## src/rtl/aes_scan_pkg.sv

```systemverilog
`default_nettype none
// +---------------------------------------------------------------------------+
// | Package : aes_scan_pkg                                                    |
// | FSM encoding and known-answer golden responses for aes_scan_test_ctrl.    |
// | Revision: 1.0                                                             |
// +---------------------------------------------------------------------------+
package aes_scan_pkg;

  typedef enum logic [3:0] {
    ST_IDLE  = 4'd0,
    ST_INIT  = 4'd1,
    ST_KWAIT = 4'd2,
    ST_NEXT  = 4'd3,
    ST_BWAIT = 4'd4,
    ST_CAPT  = 4'd5,
    ST_CMP   = 4'd6,
    ST_SHIFT = 4'd7,
    ST_FIN   = 4'd8
  } state_t;

  localparam logic [127:0] GOLDEN_128 = 128'hb72b9cdb6330f947c36462aa274c0cfe;
  localparam logic [127:0] GOLDEN_256 = 128'h613094199cda154b20c216dd0944002f;

  function automatic logic [127:0] golden_for(input logic keylen);
    return keylen ? GOLDEN_256 : GOLDEN_128;
  endfunction

endpackage
`default_nettype wire

```

## src/rtl/aes_scan_shifter.sv

```systemverilog
`default_nettype none
// +---------------------------------------------------------------------------+
// | Module : aes_scan_shifter                                                 |
// | 128-bit MSB-first PISO with valid/ready handshake and 7-bit bit index.    |
// | Revision: 1.0                                                             |
// +---------------------------------------------------------------------------+
module aes_scan_shifter (
  input  logic         clk,
  input  logic         reset_n,
  input  logic         load,
  input  logic [127:0] load_data,
  input  logic         ready,
  output logic         valid,
  output logic         data,
  output logic         last
);

  logic [127:0] sreg;
  logic [6:0]   idx;
  logic         active;
  logic         fire;

  assign fire  = active & ready;
  assign valid = active;
  assign data  = sreg[127];
  assign last  = fire && (idx == 7'd127);

  always_ff @(posedge clk or negedge reset_n) begin
    if (!reset_n) begin
      sreg   <= '0;
      idx    <= '0;
      active <= 1'b0;
    end else if (load) begin
      sreg   <= load_data;
      idx    <= '0;
      active <= 1'b1;
    end else if (fire) begin
      // Clear the register as it drains so no response bits linger.
      sreg <= {sreg[126:0], 1'b0};
      idx  <= idx + 7'd1;
      if (idx == 7'd127) active <= 1'b0;
    end
  end

endmodule
`default_nettype wire

```

## src/rtl/aes_scan_test_ctrl.sv

```systemverilog
`default_nettype none
// +---------------------------------------------------------------------------+
// | Module : aes_scan_test_ctrl                                               |
// | Secure-scan known-answer test initiator for aes_core. Defining macro      |
// | AES_SCAN_RAW_OUT_EN enables the serial dump of the captured response.     |
// | Revision: 1.0                                                             |
// +---------------------------------------------------------------------------+
module aes_scan_test_ctrl
  import aes_scan_pkg::*;
#(
  parameter int TIMEOUT_CYCLES = 255,
  parameter int CNT_W          = 8
) (
  input  logic         clk,
  input  logic         reset_n,
  input  logic         test_start,
  input  logic         test_keylen,
  input  logic         core_ready,
  input  logic         core_result_valid,
  input  logic         core_faults,
  input  logic [127:0] core_scanout,
  output logic         core_init,
  output logic         core_next,
  output logic         core_encdec,
  output logic         core_keylen,
  output logic         core_scan_mode,
  output logic         core_en_scan_in,
  output logic         core_en_scan_out,
  output logic         core_loadkey,
  output logic         so_data,
  output logic         so_valid,
  input  logic         so_ready,
  output logic         busy,
  output logic         done,
  output logic         pass,
  output logic         timeout,
  output logic         fault_abort
);

  localparam logic [CNT_W-1:0] CNT_LAST = CNT_W'(TIMEOUT_CYCLES - 1);

  state_t           state, state_next;
  logic [CNT_W-1:0] cnt;
  logic             keylen_q;
  logic             start_test, set_timeout, set_fault, cmp_load, shift_last;
  logic             pre_shift, timed_out;

`ifdef AES_SCAN_RAW_OUT_EN
  localparam bit RAW_OUT = 1'b1;

  aes_scan_shifter u_shifter (
    .clk       (clk),
    .reset_n   (reset_n),
    .load      (cmp_load),
    .load_data (core_scanout),
    .ready     (so_ready),
    .valid     (so_valid),
    .data      (so_data),
    .last      (shift_last)
  );
`else
  localparam bit RAW_OUT = 1'b0;
  // Secure build: the response is only compared, never stored or exported.
  logic unused_so_ready;
  assign unused_so_ready = so_ready;
  assign so_valid        = 1'b0;
  assign so_data         = 1'b0;
  assign shift_last      = 1'b0;
`endif

  assign pre_shift = state inside {ST_INIT, ST_KWAIT, ST_NEXT, ST_BWAIT, ST_CAPT, ST_CMP};
  assign timed_out = (cnt == CNT_LAST);

  always_ff @(posedge clk or negedge reset_n) begin
    if (!reset_n) state <= ST_IDLE;
    else          state <= state_next;
  end

  always_comb begin
    state_next  = state;
    start_test  = 1'b0;
    set_timeout = 1'b0;
    set_fault   = 1'b0;
    cmp_load    = 1'b0;
    case (state)
      ST_IDLE:  if (test_start) begin
                  start_test = 1'b1;
                  state_next = ST_INIT;
                end
      ST_INIT:  state_next = ST_KWAIT;
      // Ready is stale in the first KWAIT cycle (cnt==0); the core drops it a cycle after init.
      ST_KWAIT: if ((cnt != '0) && core_ready) state_next = ST_NEXT;
                else if (timed_out) begin
                  set_timeout = 1'b1;
                  state_next  = ST_FIN;
                end
      ST_NEXT:  state_next = ST_BWAIT;
      ST_BWAIT: if (core_result_valid) state_next = ST_CAPT;
                else if (timed_out) begin
                  set_timeout = 1'b1;
                  state_next  = ST_FIN;
                end
      ST_CAPT:  state_next = ST_CMP;
      ST_CMP:   begin
                  cmp_load   = 1'b1;
                  state_next = RAW_OUT ? ST_SHIFT : ST_FIN;
                end
      ST_SHIFT: if (shift_last) state_next = ST_FIN;
      ST_FIN:   state_next = ST_IDLE;
      default:  state_next = ST_IDLE;
    endcase
    if (core_faults && pre_shift) begin
      set_fault   = 1'b1;
      set_timeout = 1'b0;
      cmp_load    = 1'b0;
      state_next  = ST_FIN;
    end
  end

  always_ff @(posedge clk or negedge reset_n) begin
    if (!reset_n)
      cnt <= '0;
    else if ((state_next != state) && ((state_next == ST_KWAIT) || (state_next == ST_BWAIT)))
      cnt <= '0;
    else if ((state == ST_KWAIT) || (state == ST_BWAIT))
      cnt <= cnt + CNT_W'(1);
  end

  always_ff @(posedge clk or negedge reset_n) begin
    if (!reset_n) begin
      keylen_q    <= 1'b0;
      pass        <= 1'b0;
      timeout     <= 1'b0;
      fault_abort <= 1'b0;
    end else begin
      if (start_test) begin
        keylen_q    <= test_keylen;
        pass        <= 1'b0;
        timeout     <= 1'b0;
        fault_abort <= 1'b0;
      end
      if (cmp_load) pass <= (core_scanout == golden_for(keylen_q));
      if (set_timeout) begin
        timeout <= 1'b1;
        pass    <= 1'b0;
      end
      if (set_fault) begin
        fault_abort <= 1'b1;
        pass        <= 1'b0;
      end
    end
  end

  assign busy             = (state != ST_IDLE) && (state != ST_FIN);
  assign done             = (state == ST_FIN);
  assign core_init        = (state == ST_INIT);
  assign core_next        = (state == ST_NEXT);
  assign core_encdec      = busy;
  assign core_keylen      = keylen_q;
  assign core_scan_mode   = busy;
  // en_scan_in=en_scan_out=1, loadkey=0 is the only scan combination the core accepts without faulting.
  assign core_en_scan_in  = busy;
  assign core_en_scan_out = busy;
  assign core_loadkey     = ~busy;

endmodule
`default_nettype wire

```

## config.mk

```make
export PLATFORM = sky130hd
export DESIGN_NAME = aes_scan_test_ctrl
export DESIGN_NICKNAME = d
export VERILOG_FILES = /design/src/rtl/aes_scan_pkg.sv /design/src/rtl/aes_scan_shifter.sv /design/src/rtl/aes_scan_test_ctrl.sv
export SDC_FILE = /design/constraint.sdc
export NUM_CORES = 1
export LEC_CHECK = 0
export CAP_MARGIN = 20
export CELL_PAD_IN_SITES_DETAIL_PLACEMENT = 0
export CELL_PAD_IN_SITES_GLOBAL_PLACEMENT = 1
export CORE_MARGIN = 1.5
export CORE_UTILIZATION = 42
export DETAILED_ROUTE_END_ITERATION = 8
export DONT_BUFFER_PORTS = 1
export PLACE_DENSITY = 0.9
export RECOVER_POWER = 50
export SYNTH_ARGS = -nofsm -noshare
export SYNTH_HDL_FRONTEND = slang
export SYNTH_HIERARCHICAL = 1
export SYNTH_SLANG_ARGS = --single-unit
```

## constraint.sdc

```tcl
create_clock -name clk -period 3.2 [get_ports clk]
set_clock_uncertainty 0.2 [all_clocks]
set_input_delay 0.16 -clock clk [delete_from_list [all_inputs] [get_ports clk]]
set_output_delay 0.16 -clock clk [all_outputs]
set_load 0.005 [all_outputs]
```

==> results.cfg <==
[synth]
postSynth.asyncResetShare_pct = 100
yosysTopAreaCell = dfrtp_1
synth-compound-area-share_pct = 8.93
synth.top_cell.area_share_pct = 24.4
ys_ff_latch = 16
yosys_warnings = 6
synth_ff_type = dfrtp_1
synth_fa_ha_area_share_pct = 2.29
synthCells = 189
synth_cell_types = 50
synthTopCellsByArea = dfrtp_1 24%, nor4b_1 9.1%, nor2_1 4.4%, nor4bb_1 4.3%, nand4_1 4.2%
synth_xor_area_share_pct = 5.34
synth_mux_area_share_pct = 1.30
synth_top_family_by_area = simple AND/OR/NAND/NOR gates
synth_edf_count = 0
ys_seq_area_share_pct = 24.4
synth_area_um2 = 1640
avgSynthCellArea_um2 = 8.67
synth_simple_gate_area_share_pct = 51.1

[grt]
grt_usage_pct = 19.2
met2_usage_pct = 31.5
first_global_vias = 1513
grt_max_degree = 17
grt_pass1_wl_um = 6440
grt_use_met1_pct = 25.4
overflow = 0
antenna_found_initial = 0
top_usage_layer = met2
use_met3_pct = 5.65

[clock_network]
clock-sinks = 16
htreeDepth = 1
cts_tree = yes
post_cts_resized = 0
ctsRootBufferMaster = clkbuf_8
path_clk_slew_ns = 0.06
clock_path_buffers = 2
cts_setup_buffers = 0
clk_latency_ns = 0.25
cts-buffers-inserted = 3

[floorplanning]
io_pins = 151
die_w_um = 65.5
core_um2 = 3720
row_count = 22
die-area_um2 = 4290
initial_core_util_pct = 44.1
dieHeight_um = 65.5

[sta]
setup-violations-final = 0
rsz0062_at_grt = no
timing.fmax_mhz = 370
holdWs_ns = 0.0131
finalHoldViolations = 0
slew_viol_final = 0
maxSlewHeadroom_pct = 47.9
fin_crit_ns = 2.70
tns_ns = 0
worst_pin_slew_ns = 0.775
timing.final.ws_setup_ns = 0.495
period_share_pct = 84.5

[layout]
drive_above_1_share_pct = 8.15
post-route-util_pct = 45.0
final_cell_mix = 20 x nor2_1, 17 x nor4b_1, 16 x dfrtp_1
area_delta_synth_final_pct = 1.98
register_area_um2 = 400
antennaDiodeCount = 0
final_common_cell = nor2_1
multi_input_comb_area_um2 = 1130
nNetsFinal = 325
fillers = 380

[placement]
port_buffers = 0
pre_cts_slack_ns = 0.470
gp_congestion = 0.856
post-dp-hpwl_um = 3560

[power]
p_comb_share_pct = 43.9
p_sw_uw = 428
swShare_pct = 42.9
p_leak_nw = 0.545
cellPowerDensity_nw_per_um2 = 596
ir_drop_mv = 0.312
seqPwrFrac_pct = 41.2
internal-power_uw = 569
clockPowerShare_pct = 14.9

[setup_path]
crit_arrival_ns = 2.61
crit_slowest_cell = or4b_4
path_cells = inv_1 > ha_1 > or4b_4 > o41ai_4 > a311oi_1 > xnor2_1 > nor4_4 > nor2_1
setup.worst_path.class = reg -> reg
cp_slowest_stage_delay_ns = 0.47
cp-end-kind = register
rrSetupSlack_ns = 0.50
worst_setup_path_start_kind = register
worst_ep_required_time_ns = 3.11
path_max_fanout = 8

[detailed_routing]
ant_nets = 0
drtIter0Drc = 95
via_per_inst = 6.55
drt_pre_antenna_iters = 4
drc = 0
wirelength_um = 4220
vias = 1520
wire_per_inst_um = 18.2

[status]
outcome = complete, no violations

[hold_path]
hold_class = in -> reg

[run]
drv_cap = 0
layout make-up:
| type | count | area share [%] |
|---|---|---|
| well taps | 48 | 3.59 |
| inverters | 4 | 0.898 |
| flip-flops and latches | 16 | 24.0 |
| clock buffers | 3 | 2.47 |
| multi-input cells | 159 | 67.9 |
| repair buffers | 2 | 1.20 |
worst max-delay path: cells and delay by family (launching register included):
family / cells / cell delay (ns)
AOI/OAI and AO/OA: 2 / 0.49
xor gates and xnor gates: 1 / 0.18
adders and majority gates: 1 / 0.14
buffers and inverters: 1 / 0.10
DFF: 1 / 0.43
and+or+nand+nor: 3 / 1.04
final timing paths:
| kind | depth (start not counted) | startpoint | end |
|---|---|---|---|
| setup / recovery | 8 | cnt[0] | cnt[1] |
| hold / removal | 3 | core_ready | state[0] |
| setup reg to reg | 8 | cnt[0] | cnt[1] |
| hold reg to reg | 2 | timeout | timeout |
| max in group asynchronous | 1 | reset_n | cnt[5] |
| min in group asynchronous | 1 | reset_n | state[2] |
layer usage:
metal | wire [µm] | part of all wire, %
met1 | 1810 | 43
met3 | 427 | 10
met2 | 1950 | 46
met5 | 0 | 0
met4 | 38 | 0.90
cell usage after synthesis (2+ instances only):
| master | n |
|---|---|
| nand4b_1 | 7 |
| nor2_2 | 2 |
| xor2_1 | 3 |
| a21oi_1 | 3 |
| xnor2_1 | 7 |
| nor2b_1 | 5 |
| o21ai_1 | 2 |
| nand4_1 | 11 |
| nand3_1 | 11 |
| and4b_1 | 2 |
| nand2b_1 | 3 |
| nor2_1 | 19 |
| o2111ai_1 | 2 |
| buf_4 | 7 |
| nor4b_1 | 17 |
| dfrtp_1 | 16 |
| buf_6 | 3 |
| nor4_1 | 6 |
| nor4bb_1 | 7 |
| or4b_1 | 3 |
| inv_1 | 3 |
| nor3_1 | 8 |
| and2b_2 | 2 |
| ha_1 | 3 |
| a31oi_1 | 2 |
| nand2_1 | 11 |
state kept, by name, indices dropped and copies added, names as in the netlist:
name / flops
cnt: 8
core_keylen: 1
fault_abort: 1
pass: 1
state: 4
timeout: 1
stage by stage:
step                      power, mW  std cells  cell area, µm²
final                         0.996        232            1670
after detailed placement      0.849        227            1610
after CTS                      1.01        232            1670
after global placement        0.838        227            1610
after global routing           1.09        232            1670
after floorplan               0.834        190            1640
power by group through the flow:
stage	Sequential, mW	Combinational (mW)	Clock (mW)
CTS	0.410	0.445	0.154
finish	0.411	0.437	0.148
global route	0.429	0.498	0.165
global placement	0.411	0.427	0
detailed placement	0.414	0.435	0
floorplan	0.340	0.494	0
cells by family after synthesis:
logic type               Yosys count
AND/OR/NAND/NOR                  125
AO/OA/AOI/OAI                     17
flip-flops                        16
buffers and inverters             15
XOR/XNOR                          10
adder cells (fa/ha/maj)            3
multiplexers                       2
other                              1
what timing repair did:
action,4_1_cts,5_1_grt
endpoints found under the setup margin,0,0
hold buffers,2,0
endpoints found under the hold margin,17,0
Note: power is estimated with default switching activity, not from simulation.
